<file path="config.mk">
export PLATFORM = sky130hd
export DESIGN_NAME = guess_game_ctrl
export DESIGN_NICKNAME = d
export VERILOG_FILES = /design/src/rtl/guess_game_ctrl.sv
export SDC_FILE = /design/constraint.sdc
export NUM_CORES = 1
export LEC_CHECK = 0
export BUFFER_PORTS_ARGS = -buffer_cell sky130_fd_sc_hd__buf_2
export CAP_MARGIN = 20
export CORE_MARGIN = 2
export CORE_UTILIZATION = 35
export CTS_CLUSTER_DIAMETER = 30
export DETAILED_ROUTE_END_ITERATION = 10
export HOLD_SLACK_MARGIN = 0.06
export PLACE_DENSITY = 0.51
export SKIP_LAST_GASP = 1
export SLEW_MARGIN = 10
export SYNTH_ARGS = -nofsm -noshare
export SYNTH_HDL_FRONTEND = slang
export SYNTH_SLANG_ARGS = --single-unit
</file>
<file path="constraint.sdc">
create_clock -name clk -period 10 [get_ports clk]
set_clock_uncertainty 0.1 [all_clocks]
set_input_delay 1 -clock clk [delete_from_list [all_inputs] [get_ports clk]]
set_output_delay 1 -clock clk [all_outputs]
set_load 0.005 [all_outputs]
</file>
<file path="src/rtl/guess_game_ctrl.sv">
// Two-player guess-number sequencer: secret/guess entry, positional compare,
// turn counting and sticky win/lose flags.
module guess_game_ctrl #(
    parameter int unsigned MIN_LEN   = 4,
    parameter int unsigned MAX_LEN   = 7,
    parameter int unsigned MAX_TURNS = 3
) (
    input  logic       clk,
    input  logic       reset,
    input  logic       I1,
    input  logic       I2,
    input  logic       I3,
    input  logic       I4,
    input  logic       enter,
    output logic [2:0] state,
    output logic [3:0] numa,
    output logic [3:0] numb,
    output logic [3:0] turn,
    output logic [3:0] hits,
    output logic       result_valid,
    output logic       win,
    output logic       lose,
    output logic       equal,
    output logic       bigger,
    output logic       smaller,
    output logic       key_ack
);

    typedef enum logic [2:0] {
        ENTER_A = 3'd0,
        ENTER_B = 3'd1,
        COMPARE = 3'd2,
        DONE    = 3'd3
    } state_t;

    localparam logic [3:0] MIN_L   = 4'(MIN_LEN);
    localparam logic [3:0] LAST_L  = 4'(MAX_LEN - 1);
    localparam logic [3:0] TURNS_L = 4'(MAX_TURNS);

    state_t     cur, nxt;
    logic [1:0] secret [MAX_LEN];
    logic [1:0] guess  [MAX_LEN];
    logic       key;
    logic [1:0] sym;
    logic       store_a, store_b;
    logic [3:0] hit_cnt, min_len;
    logic       match, lose_now;

    always_comb begin
        key = I1 | I2 | I3 | I4;
        sym = 2'd3;
        if (I1)      sym = 2'd0;
        else if (I2) sym = 2'd1;
        else if (I3) sym = 2'd2;
    end

    // Only indices below the shorter length count, so stale guess entries
    // from an earlier turn never need clearing.
    always_comb begin
        hit_cnt = '0;
        min_len = (numa < numb) ? numa : numb;
        for (int unsigned i = 0; i < MAX_LEN; i++) begin
            if (i < 32'(min_len) && secret[i] == guess[i]) hit_cnt = hit_cnt + 4'd1;
        end
        match    = (numa == numb) && (hit_cnt == numa);
        lose_now = (turn + 4'd1) == TURNS_L;
    end

    always_ff @(posedge clk) begin
        if (!reset) cur <= ENTER_A;
        else        cur <= nxt;
    end

    always_comb begin
        nxt     = cur;
        store_a = 1'b0;
        store_b = 1'b0;
        unique case (cur)
            ENTER_A: begin
                if (key) begin
                    store_a = 1'b1;
                    if (numa == LAST_L) nxt = ENTER_B;
                end else if (enter && numa >= MIN_L) begin
                    nxt = ENTER_B;
                end
            end
            ENTER_B: begin
                if (key) begin
                    store_b = 1'b1;
                    if (numb == LAST_L) nxt = COMPARE;
                end else if (enter && numb >= MIN_L) begin
                    nxt = COMPARE;
                end
            end
            COMPARE: nxt = (match || lose_now) ? DONE : ENTER_B;
            default: nxt = DONE;
        endcase
    end

    always_ff @(posedge clk) begin
        for (int unsigned i = 0; i < MAX_LEN; i++) begin
            if (store_a && 32'(numa) == i) secret[i] <= sym;
            if (store_b && 32'(numb) == i) guess[i]  <= sym;
        end
    end

    always_ff @(posedge clk) begin
        if (!reset) begin
            numa         <= '0;
            numb         <= '0;
            turn         <= '0;
            hits         <= '0;
            result_valid <= 1'b0;
            win          <= 1'b0;
            lose         <= 1'b0;
            equal        <= 1'b0;
            bigger       <= 1'b0;
            smaller      <= 1'b0;
            key_ack      <= 1'b0;
        end else begin
            key_ack      <= store_a | store_b;
            result_valid <= (cur == COMPARE);
            if (store_a) numa <= numa + 4'd1;
            if (store_b) numb <= numb + 4'd1;
            if (cur == COMPARE) begin
                hits    <= hit_cnt;
                equal   <= (numb == numa);
                bigger  <= (numb < numa);
                smaller <= (numb > numa);
                if (match) begin
                    win <= 1'b1;
                end else begin
                    turn <= turn + 4'd1;
                    if (lose_now) lose <= 1'b1;
                    else          numb <= '0;
                end
            end
        end
    end

    assign state = cur;

endmodule

</file>
## After elaboration in Yosys (flattened, before gate mapping)

Memory sizes are Yosys's and may differ from the RTL's.
Cells that the tools add are included.

| storage, ports and cells | value |
|---|---|
| bits in registers | 26 |
| bits in writable memories | 28 |
| input bits | 7 |
| output and inout bits | 26 |
| word-level logic and storage cells | 203 |
| memories kept | 2 |

| cells by class | value |
|---|---|
| $add $sub $neg | 9 |
| magnitude comparators | 12 |
| equal/unequal tests | 29 |
| mux-type cells | 90 |
| bitwise operators | 5 |
| reductions and logical operators | 44 |

Memories:

| name | words | width | read ports | clocked after memory_dff | wr ports | line | RTL |
|---|---|---|---|---|---|---|---|
| guess | 7 | 2 | 7 | 0 | 1 | 42 | `logic [1:0] guess [MAX_LEN];` |
| secret | 7 | 2 | 7 | 0 | 1 | 41 | `logic [1:0] secret [MAX_LEN];` |

Operators with widths:

| operator | count |
|---|---|
| 3-bit two-way mux | 18 |
| 1-bit two-way mux | 45 |
| 4-bit two-way mux | 11 |
| 4-bit by 1-bit adder with 4-bit output, second input constant | 9 |
| 2-bit two-way mux | 15 |
| 4-bit by 3-bit == test with 1-bit output, second input constant | 6 |
| 1-bit logical AND | 24 |
| 2-bit OR reduction | 12 |
| 4-bit by 2-bit == test with 1-bit output, second input constant | 5 |
| 2-bit == test | 7 |
| 4-bit == test | 3 |
| 3-bit by 4-bit < comparator with 1-bit output, first input constant | 3 |
| 3-bit inequality test, second input constant | 4 |
| 3-bit case mux with 3 select lines | 1 |
| 4-bit by 1-bit == test with 1-bit output, second input constant | 2 |
| 4-bit by 3-bit greater-or-equal comparator with 1-bit output, second input constant | 2 |
| 4-bit logical NOT | 2 |
| 1-bit by 4-bit < comparator with 1-bit output, first input constant | 2 |
| 2-bit by 4-bit < comparator with 1-bit output, first input constant | 2 |
| 4-bit < comparator | 2 |
| 4-bit > comparator | 1 |
| 1-bit bitwise OR | 4 |
| 2-bit AND reduction | 2 |
| 4-bit AND reduction | 1 |
| other kinds (6) | 6 |

## Depth between registers and ports, before layout

Gate-level depths: netlist (run 1).

| depth | value |
|---|---|
| word-level depth | 22 |
| mapped depth | 32 |
| gate-level depth less buffers | 30 |

## Least setup slack after synthesis (run 1)

Ideal clock, no wire load.

| path | value |
|---|---|
| path kind | register to register |
| start | reg numa[2] |
| end | reg turn[1] |
| library setup time | 116 ps |
| arrival | 6222 ps |
| required time | 9784 ps |
| slack | 3561 ps |
| stages on the path, launching flop included | 32 |
| path buffers | 3 |
| period minus slack after synthesis | 6439 ps |
| cells stage by stage | dfxtp_1 clkbuf_1 inv_1 ha_1 and4_1 buf_2 a21o_4 buf_2 o41ai_1 o211ai_1 and3_1 ha_1 xnor2_2 inv_1 ha_1 inv_1 nand2_1 o21ai_0 xor2_1 a21oi_1 ha_1 inv_1 a2111oi_0 or2_2 ha_1 mux2i_1 o31ai_1 xnor2_1 nand4_1 inv_1 a21oi_1 o211a_1 |

| between the ends | value |
|---|---|
| cells in the longest elaborated chain, start to end | 21 |
| elaborated cells between the ends (all ways) | 34 |
| classes of those cells | add/sub (6); order compare (8); eq/ne (2); mux (8); bitwise (1); reduce/logical (9) |

Ends and longest elaborated chain:

| what | line | RTL |
|---|---|---|
| start, declared | 16 | `output logic [3:0] numa,` |
| start signal, assigned | 123 | `if (store_a) numa <= numa + 4'd1;` |
| 4-bit < comparator | 61 | `min_len = (numa < numb) ? numa : numb;` |
| 4-bit two-way mux | 61 |  |
| 1-bit by 4-bit < comparator with 1-bit output | 63 | `if (i < 32'(min_len) && secret[i] == guess[i]) hit_cnt = hit_cnt + 4'd1;` |
| 1-bit logical AND | 63 |  |
| 1-bit two-way mux | 63 |  |
| 4-bit by 1-bit adder with 4-bit output | 63 |  |
| 4-bit two-way mux | 63 |  |
| 4-bit by 1-bit adder with 4-bit output | 63 |  |
| [5 not listed] | - |  |
| 4-bit by 1-bit adder with 4-bit output | 63 |  |
| 4-bit two-way mux | 63 |  |
| 4-bit by 1-bit adder with 4-bit output | 63 |  |
| 4-bit two-way mux | 63 |  |
| 4-bit == test | 65 | `match = (numa == numb) && (hit_cnt == numa);` |
| 1-bit logical AND * | 65 |  |
| 1-bit inverter (no line) * | - |  |
| 2-bit AND reduction (no line) * | - |  |
| end signal, assigned | 133 | `turn <= turn + 4'd1;` |
| end, declared | 18 | `output logic [3:0] turn,` |

Every way passes the cells marked *; elsewhere a longest branch is shown, timed or not.
A chain may end at the register's enable or synchronous reset.

## Final worst setup path (run 1)

| path | value |
|---|---|
| start | reg numa[3] |
| end | reg lose |

| between the ends | value |
|---|---|
| cells in the longest elaborated chain, start to end | 21 |
| elaborated cells between the ends (all ways) | 34 |
| classes of those cells | add/sub (6); order compare (8); eq/ne (2); mux (8); bitwise (1); reduce/logical (9) |

Ends and longest elaborated chain:

| what | line | RTL |
|---|---|---|
| 4-bit < comparator | 61 |  |
| 4-bit two-way mux | 61 |  |
| 1-bit by 4-bit < comparator with 1-bit output | 63 |  |
| 1-bit logical AND | 63 |  |
| 1-bit two-way mux | 63 |  |
| 4-bit by 1-bit adder with 4-bit output | 63 |  |
| 4-bit two-way mux | 63 |  |
| 4-bit by 1-bit adder with 4-bit output | 63 |  |
| [5 not listed] | - |  |
| 4-bit by 1-bit adder with 4-bit output | 63 |  |
| 4-bit two-way mux | 63 |  |
| 4-bit by 1-bit adder with 4-bit output | 63 |  |
| 4-bit two-way mux | 63 |  |
| 4-bit == test | 65 |  |
| 1-bit logical AND * | 65 |  |
| 1-bit inverter (no line) * | - |  |
| 3-bit AND reduction (no line) * | - |  |
| end signal, assigned | 115 | `lose <= 1'b0;` |
| end signal, assigned | 134 | `if (lose_now) lose <= 1'b1;` |
| end, declared | 22 | `output logic lose,` |

Marks and branches as above.

==> reports/qor.csv, run 1 <==
metric,value,unit
drt-wirelength-per-cell,16.0,um
maxCapViolations,0,
drtIter0Drc,138,
worstPathMaxFanout,15,
worstHoldStart,win,
finalWirelength,8050,um
postLayoutCoreUtil,0.405,
share_seq_of_total_power,0.289,
required,10120,ps
max_freq,140,MHz
yosysUniqueCellTypes,64,
slew_viol_final,0,
drc_errors,0,
tns,0,ps
cts.reportedPaths.clkPinSlew,110,ps
viasPerCell,5.14,
synth_cells,349,
io_buffers,31,
ant_nets,0,
yosysSeqAreaShare,0.395,
hold_viol,0,
cp.arrival,7290,ps
ys_ff_latch,53,
cts_tree,built,
initial_core_util,0.364,
powerDensity,265,nW/um2
ys_top_cells_by_area,"edfxtp_1 (25%), dfxtp_1 (15%), ha_1 (8.1%), xnor2_1 (7.0%), nand2_1 (4.7%)",
comb_power_share,0.556,
diodes,0,
row_count,35,
grt_setup_unrepaired,false,
dieArea,10500,um2
worst_r2r_endpoint,lose,
worst_pin_slew,1070,ps
clock_path_buffers,2,
cp_slowest_stage_delay,560,ps
internal_power,0.000553,W
yosysMostFrequentCell,nand2_1,
cts_resized,0,
cts_buffers,5,
r2r_start,numa[3],
ys_warn_count,0,
grt_start_max_net_pins,21,
area_delta_synth_final,11.2,%
ys_top_cells_by_count,"nand2_1 (43), edfxtp_1 (28), xnor2_1 (27)",
cpMaxStageDelayCell,a2111oi_0,
antenna_found_initial,0,
place_congestion,0.745,
die_w,103,um
p_switching,0.000450,W
period_minus_slack,7170,ps
cts-root-buf,clkbuf_8,
irDropWorstVdd,0.127,mV
crit_path_frequent_cell,ha_1,
worstSetupPathType,flip-flop to flip-flop,
slew_headroom,0.284,
cp-end-kind,flip-flop,
grt-ovfl-total,0,
track_usage,0.161,
layout.nets,403,
synth_ff_type,edfxtp_1,
final_layout_size_suffix_gt1_frac,0.157,
ios,33,
fin_crit_sh,0.717,
synthArstFlopShare,0,
synth_edf_count,28,
cp-start-kind,flip-flop,
syn_area_per_cell,9.74,um2
grt_pass1_wl,13100,um
chipHeight,103,um
synth.top_cell.area_share,0.247,
min_to,win,
yosysTopAreaCell,edfxtp_1,
vias,2593,
status,"finished, final reports clean",
syn_nets,378,
cts_sinks,53,
dr.pass1.iters,4,
core-area,9330,um2
postCtsSetupBuffers,0,
n_fill_cell,946,
ctsHoldBuffers,0,
setup_viol,0,
clk_latency,310,ps
grt_pass1_vias,2527,
p_clk_frac,0.155,
htreeDepth,2,
ff2ff_path_depth,28,
syn_area,3400,um2
hpwl,5820,um
power.leakage,1.52,nW
hold_class,flip-flop to flip-flop,
hold-path-cell-count,2,
rrSetupSlack,2830,ps
swShare,0.449,
final cells by class:
type / instances / area, um2 / area share
multi-input combinational: 258 / 1910 / 0.505
sequential: 53 / 1340 / 0.355
timing repair buffer: 33 / 165 / 0.0437
tap: 129 / 161 / 0.0427
inverter: 23 / 86.3 / 0.0228
clock buffer: 5 / 68.8 / 0.0182
clock inverter: 3 / 48.8 / 0.0129
cell usage in the layout (no fill, tap or decap), drive strengths merged, types with 3 or more instances in the layout:
cell type and instances:
a2111oi 4, a211oi 8, a21oi 23, a31oi 3, and3 13, buf 33, clkbuf 5, dfxtp 25
edfxtp 28, ha 22, inv 23, mux2i 5, nand2 43, nand3 7, nand4 3, nor2 23
nor2b 3, nor3 10, nor4 3, o211ai 7, o21ai 5, o311ai 3, xnor2 30, xnor3 3
xor2 8
power groups by stage:
stage	sequential [W]	combinational, W	clock (W)
after floorplan	0.000280	0.000450	0
after global placement	0.000292	0.000554	0
after detailed placement	0.000294	0.000548	0
after CTS	0.000289	0.000554	0.000157
after global routing	0.000293	0.000620	0.000165
final	0.000289	0.000557	0.000156
per-stage QoR:
stage          instances  area (um2)  total power [W]  worst slack [ps]  hold WS (ps)
2_1_floorplan        349        3400         0.000730              3560           344
3_3_place_gp         494        3650         0.000846              2940           340
3_5_place_dp         494        3650         0.000842              2890           338
4_1_cts              502        3770          0.00100              2810           357
5_1_grt              504        3780          0.00108              2040           374
6_report             504        3780          0.00100              2830           360
state kept, by name, indices dropped and copies added, names as in the netlist:
| name | flops |
|---|---|
| smaller | 1 |
| equal | 1 |
| result_valid | 1 |
| guess | 14 |
| secret | 14 |
| turn | 4 |
| numb | 4 |
| numa | 4 |
| state | 2 |
| key_ack | 1 |
| hits | 4 |
| win | 1 |
| bigger | 1 |
| lose | 1 |
worst max-delay path, delay by kind of cell, from the launching register on:
family                   cells  cell delay, ps
AO/OA/AOI/OAI                8            1900
XOR/XNOR                     3             760
adder cells (fa/ha/maj)      5            1640
buffers and inverters        5             730
flip-flops                   1             530
multiplexers                 1             130
AND/OR/NAND/NOR              6            1280
worst max path at each step:
stage / startpoint / to / cells after the start / slack (ps)
after detailed placement: numa[3] / lose / 28 / 2890
after global placement: numa[3] / lose / 28 / 2940
final: numa[3] / lose / 28 / 2830
after global routing: numa[3] / state[1] / 28 / 2040
after floorplan: numa[2] / turn[1] / 31 / 3560
after CTS: numa[3] / lose / 28 / 2810
kinds of logic (layout without fill, tap and decap cells):
| group | after synthesis | in the layout | synth area share |
|---|---|---|---|
| adder cells (fa/ha/maj) | 22 | 22 | 0.0810 |
| XOR/XNOR | 41 | 41 | 0.128 |
| other | 1 | 1 | 0.00110 |
| buffers and inverters | 38 | 64 | 0.0438 |
| multiplexers | 6 | 6 | 0.0180 |
| flip-flops | 53 | 53 | 0.395 |
| AO/OA/AOI/OAI | 73 | 73 | 0.173 |
| AND/OR/NAND/NOR | 115 | 115 | 0.160 |
metal layers:
| layer | wire length (um) | global-route usage | share of wire | vias up |
|---|---|---|---|---|
| met4 | 59 | 0.0308 | 0.0073 | 0 |
| met5 | 0 | 0 | 0 | - |
| met1 | 3970 | 0.221 | 0.49 | 1244 |
| li1 | - | - | - | 1295 |
| met2 | 3790 | 0.276 | 0.47 | 48 |
| met3 | 234 | 0.0210 | 0.029 | 6 |
(Power assumes the default switching activity.)
==> inputs of run 2 (changes only) <==
Settings changed: PLACE_DENSITY 0.51 to 0.53.
Clock period 10 ns to 5.8 ns, I/O delays scaled along.
==> reports/qor.csv, run 2 (same netlist as run 1, synthesis figures left out) <==
metric,value,unit,change
status,"finished, final reports clean",,
p_clk_frac,0.110,,-0.045
htreeDepth,2,,unchanged
fin_crit_sh,0.966,,+0.249
ant_nets,0,,unchanged
worst_r2r_endpoint,turn[0],,
dieArea,10500,um2,unchanged
drt-wirelength-per-cell,15.7,um,-1.4%
rrSetupSlack,200,ps,-2640 ps
dpl_cell_area,3900,um2,+6.7%
place_congestion,0.821,,+10%
worst_pin_slew,927,ps,-147 ps
powerDensity,487,nW/um2,+84%
cp-start-kind,flip-flop,,
met3_length,313,um,+34%
power.leakage,1.69,nW,+11%
dr.pass1.iters,4,,unchanged
cts_tree,built,,
comb_power_share,0.662,,+0.106
cpMaxStageDelayCell,dfxtp_4,,
worstHoldStart,hits[3],,
layout.nets,432,,+7.2%
vias,2751,,+6.1%
required,5900,ps,-4220 ps
hold_ws,359,ps,-0.204 ps
mostFrequentLayoutCells,"nand2_1 (42), buf_2 (32), buf_4 (29)",,
clock_path_buffers,2,,unchanged
antenna_found_initial,0,,unchanged
power,0.00207,W,+110%
stdcell_area,4250,um2,+12%
slew_headroom,0.380,,+0.0957
final_common_cell,nand2_1,,
drc_errors,0,,unchanged
min_to,hits[3],,
setup_viol,0,,unchanged
top_layer,met4,,
period_minus_slack,5600,ps,-1560 ps
numPlacedInstances,512,,+3.6%
r2r_start,numa[1],,
hold-path-cell-count,2,,unchanged
irDropWorstVdd,0.212,mV,+66%
hold_viol,0,,unchanged
cts.reportedPaths.clkPinSlew,110,ps,about the same
cts_buffers,5,,unchanged
share_seq_of_total_power,0.228,,-0.061
chipHeight,103,um,unchanged
tns,0,ps,unchanged
cts_sinks,53,,unchanged
internal_power,0.00113,W,+100%
worstSetupPathType,flip-flop to flip-flop,,
cts-root-buf,clkbuf_8,,
diodes,0,,unchanged
p_switching,0.000939,W,+110%
hold_class,flip-flop to flip-flop,,
row_count,35,,unchanged
swShare,0.454,,+0.00514
max_freq,178,MHz,+28%
ctsHoldBuffers,0,,unchanged
clk_latency,320,ps,about the same
grt_setup_unrepaired,true,,
core-area,9330,um2,unchanged
track_usage,0.166,,+0.00496
top_regs,"guess x14, secret x14",,
die_w,103,um,unchanged
io_buffers,31,,unchanged
cp-end-kind,flip-flop,,
initial_core_util,0.364,,unchanged
area_delta_synth_final,25.0,%,
maxCapViolations,0,,unchanged
ff2ff_path_depth,29,,+3.6%
grt_start_max_net_pins,21,,unchanged
viasPerCell,5.16,,+0.32%
cp.arrival,5700,ps,-1590 ps
hpwl,6160,um,+5.9%
final_cells,533,,+5.8%
grt_pass1_wl,13500,um,+2.9%
grt-ovfl-total,0,,unchanged
drt-met1-wl,3920,um,-1.1%
cp_slowest_stage_delay,370,ps,-190 ps
ios,33,,unchanged
worstPathMaxFanout,6,,-9
slew_viol_final,0,,unchanged
final_layout_size_suffix_gt1_frac,0.309,,+0.152
grt_pass1_vias,2645,,+4.7%
finalWirelength,8390,um,+4.3%
drtIter0Drc,135,,-2.2%
crit_path_frequent_cell,ha_4,,
wl_met2,4070,um,+7.4%
==> run 2: cell count changes in the layout (fill, tap and decap cells not counted), sizes merged <==
cell | previous run | this run
buf | 33 | 62
clkinv | 1 | 2
clkinvlp | 1 | 0
inv | 23 | 24
bufinv | 1 | 0
==> run 2: final cells by class <==
type	instances	area (um2)
clock buffer	5	68.8
clock inverter	3	28.8
fill	890	5080
inverter	23	96.3
multi-input combinational	258	2160
sequential	53	1350
tap	129	161
timing repair buffer	62	389
==> run 2: how the worst max path moves through the flow <==
stage	start	end	slack, ps	cells past startpoint
floorplan	numb[0]	turn[1]	30	31
global placement	numb[0]	turn[3]	40	28
detailed placement	numa[1]	turn[0]	40	28
CTS	numa[1]	turn[0]	1	28
global route	numa[1]	turn[0]	-110	29
finish	numa[1]	turn[0]	200	29
==> run 2: routing by layer <==
metal	vias to the layer above	GRT usage
li1	1354	-
met1	1331	0.226
met2	60	0.280
met3	6	0.0237
met4	0	0.0431
met5	-	0
==> run 2: power groups by stage <==
| stage | sequential [W] | clock [W] | combinational [W] |
|---|---|---|---|
| floorplan | 0.000488 | 0 | 0.000867 |
| global placement | 0.000479 | 0 | 0.00115 |
| detailed placement | 0.000479 | 0 | 0.00116 |
| CTS | 0.000471 | 0.000233 | 0.00117 |
| global route | 0.000479 | 0.000247 | 0.00149 |
| finish | 0.000472 | 0.000228 | 0.00137 |
==> run 2: through the flow <==
step / setup slack [ps] / util
4_1_cts: 1.50 / 0.428
3_3_place_gp: 35.4 / 0.417
6_report: 197 / 0.456
5_1_grt: -114 / 0.456
2_1_floorplan: 30.5 / -
3_5_place_dp: 36.1 / 0.418
==> run 2: worst max-delay path: cells and delay by family, from the launching register on <==
kind                     cells  cell delay, ps
AO/OA/AOI/OAI               12            2040
buffers and inverters        3             300
multiplexers                 2             430
XOR/XNOR                     2             260
adder cells (fa/ha/maj)      4             870
flip-flops                   1             370
AND/OR/NAND/NOR              6            1110
==> run 2: repair_timing <==
item | CTS | global route
setup buffers | 0 | 11
gates resized for setup | 0 | 30
setup endpoints to repair | 0 | 11
==> inputs of run 3 (changes only) <==
Settings changed: PLACE_DENSITY 0.53 to 0.51.
Clock period 5.8 ns to 7 ns, I/O delays scaled along.
==> reports/qor.csv, run 3 (same netlist as run 1, synthesis figures left out) <==
metric,value,unit,change
chipHeight,103,um,unchanged
drt-wirelength-per-cell,15.4,um,-2.4%
grt_start_max_net_pins,21,,unchanged
antenna_found_initial,0,,unchanged
layout.nets,418,,-3.2%
cp_slowest_stage_delay,620,ps,+250 ps
cpMaxStageDelayCell,a2111oi_0,,
hpwl,5930,um,-3.7%
grt_pass1_vias,2683,,+1.4%
cts-root-buf,clkbuf_8,,
cts_sinks,53,,unchanged
mostFrequentLayoutCells,"nand2_1 (43), buf_2 (33), edfxtp_1 (28)",,
area_delta_synth_final,14.5,%,
viasPerCell,5.16,,about the same
core-area,9330,um2,unchanged
grt_pass1_wl,13400,um,-1.1%
slew_viol_final,0,,unchanged
cts_buffers,5,,unchanged
hold_class,flip-flop to flip-flop,,
finalWirelength,7970,um,-5.0%
p_switching,0.000656,W,-30%
p_clk_frac,0.127,,+0.017
min_to,bigger,,
share_seq_of_total_power,0.269,,+0.041
r2r_start,numa[1],,
hold-path-cell-count,2,,unchanged
initial_core_util,0.364,,unchanged
io_buffers,31,,unchanged
powerDensity,377,nW/um2,-23%
clk_latency,320,ps,about the same
hold_viol,0,,unchanged
diodes,0,,unchanged
track_usage,0.164,,-0.00217
vias,2677,,-2.7%
grt_setup_unrepaired,false,,
ant_nets,0,,unchanged
worst_pin_slew,950,ps,+23.7 ps
worstPathMaxFanout,15,,+9
cts.reportedPaths.clkPinSlew,110,ps,about the same
place_congestion,0.839,,+2.3%
ios,33,,unchanged
irDropWorstVdd,0.169,mV,-20%
tns,0,ps,unchanged
worstSetupPathType,flip-flop to flip-flop,,
grt-ovfl-total,0,,unchanged
worstHoldStart,bigger,,
row_count,35,,unchanged
final_common_cell,nand2_1,,
fin_crit_sh,0.931,,-0.0352
power.leakage,1.60,nW,-5.8%
slew_headroom,0.364,,-0.0159
n_fill_cell,942,,+5.8%
dr.pass1.iters,4,,unchanged
maxCapViolations,0,,unchanged
cp-start-kind,flip-flop,,
setup_viol,0,,unchanged
drc_errors,0,,unchanged
cp.arrival,6660,ps,+960 ps
final_cells,519,,-2.6%
worst_r2r_endpoint,state[1],,
ff2ff_path_depth,31,,+6.9%
cts_tree,built,,
drtIter0Drc,125,,-7.4%
status,"finished, final reports clean",,
comb_power_share,0.604,,-0.058
period_minus_slack,6520,ps,+913 ps
required,7150,ps,+1250 ps
internal_power,0.000812,W,-28%
clock_path_buffers,2,,unchanged
top_regs,"guess x14, secret x14",,
dieArea,10500,um2,unchanged
final_layout_size_suffix_gt1_frac,0.195,,-0.115
cp-end-kind,flip-flop,,
die_w,103,um,unchanged
htreeDepth,2,,unchanged
numPlacedInstances,504,,-1.6%
rrSetupSlack,480,ps,+290 ps
swShare,0.447,,-0.00696
max_freq,153,MHz,-14%
[run 3: changes by cell type in the layout (fill, tap and decap cells not counted), moves of 4 or more]
cell    previous run  this run
nor3_1             6        10
inv_1             17        22
ha_4               6         0
buf_4             29        15
nor3_2             4         0
ha_1              16        22
[run 3: worst max-delay path by stage]
stage             from        to  slack [ps]
2_1_floorplan  numa[2]   turn[1]         560
5_1_grt        numa[1]   turn[1]          20
4_1_cts        numa[0]  state[1]         260
6_report       numa[1]  state[1]         480
3_3_place_gp   numa[1]      lose         440
3_5_place_dp   numa[0]  state[1]         290
[run 3: timing repair]
item / CTS / global route
gates resized for setup: 0 / 3
setup endpoints to repair: 0 / 11
hold buffers: 0 / 0
setup buffers: 0 / 4
[run 3: per-layer routing]
metal / GRT usage / share of wire / up-vias
met5: 0 / 0 / -
met4: 0.0482 / 0.014 / 0
met3: 0.0224 / 0.035 / 11
met2: 0.279 / 0.47 / 67
met1: 0.219 / 0.48 / 1275
li1: - / - / 1324
[run 3: area by class of cell]
| class | count | area, um2 | share of cell area |
|---|---|---|---|
| clock buffer | 5 | 68.8 | 0.0177 |
| clock inverter | 3 | 28.8 | 0.00740 |
| inverter | 23 | 86.3 | 0.0222 |
| multi-input combinational | 258 | 1930 | 0.495 |
| sequential | 53 | 1340 | 0.345 |
| tap | 129 | 161 | 0.0415 |
| timing repair buffer | 48 | 278 | 0.0714 |
[run 3: worst max-delay path: cells and delay by family (launching register included)]
| kind | cells | cell delay, ps |
|---|---|---|
| buffers and inverters | 6 | 740 |
| adder cells (fa/ha/maj) | 4 | 1130 |
| AND/OR/NAND/NOR | 6 | 1060 |
| XOR/XNOR | 2 | 360 |
| flip-flops | 1 | 340 |
| AO/OA/AOI/OAI | 12 | 2600 |
| multiplexers | 1 | 130 |
[run 3: per-stage QoR]
step	setup slack, ps	hold slack [ps]	area [um2]	power [W]	util
finish	484	358	3890	0.00147	0.417
CTS	260	359	3830	0.00142	0.410
global route	17.0	385	3890	0.00158	0.417
global placement	440	339	3730	0.00122	0.400
detailed placement	291	345	3730	0.00122	0.400
floorplan	561	344	3400	0.00104	-
[run 3: power groups by stage]
stage / sequential, W / combinational [W] / clock (W)
finish: 0.000394 / 0.000887 / 0.000187
global placement: 0.000400 / 0.000816 / 0
global route: 0.000400 / 0.000979 / 0.000206
floorplan: 0.000400 / 0.000643 / 0
detailed placement: 0.000401 / 0.000823 / 0
CTS: 0.000394 / 0.000831 / 0.000194
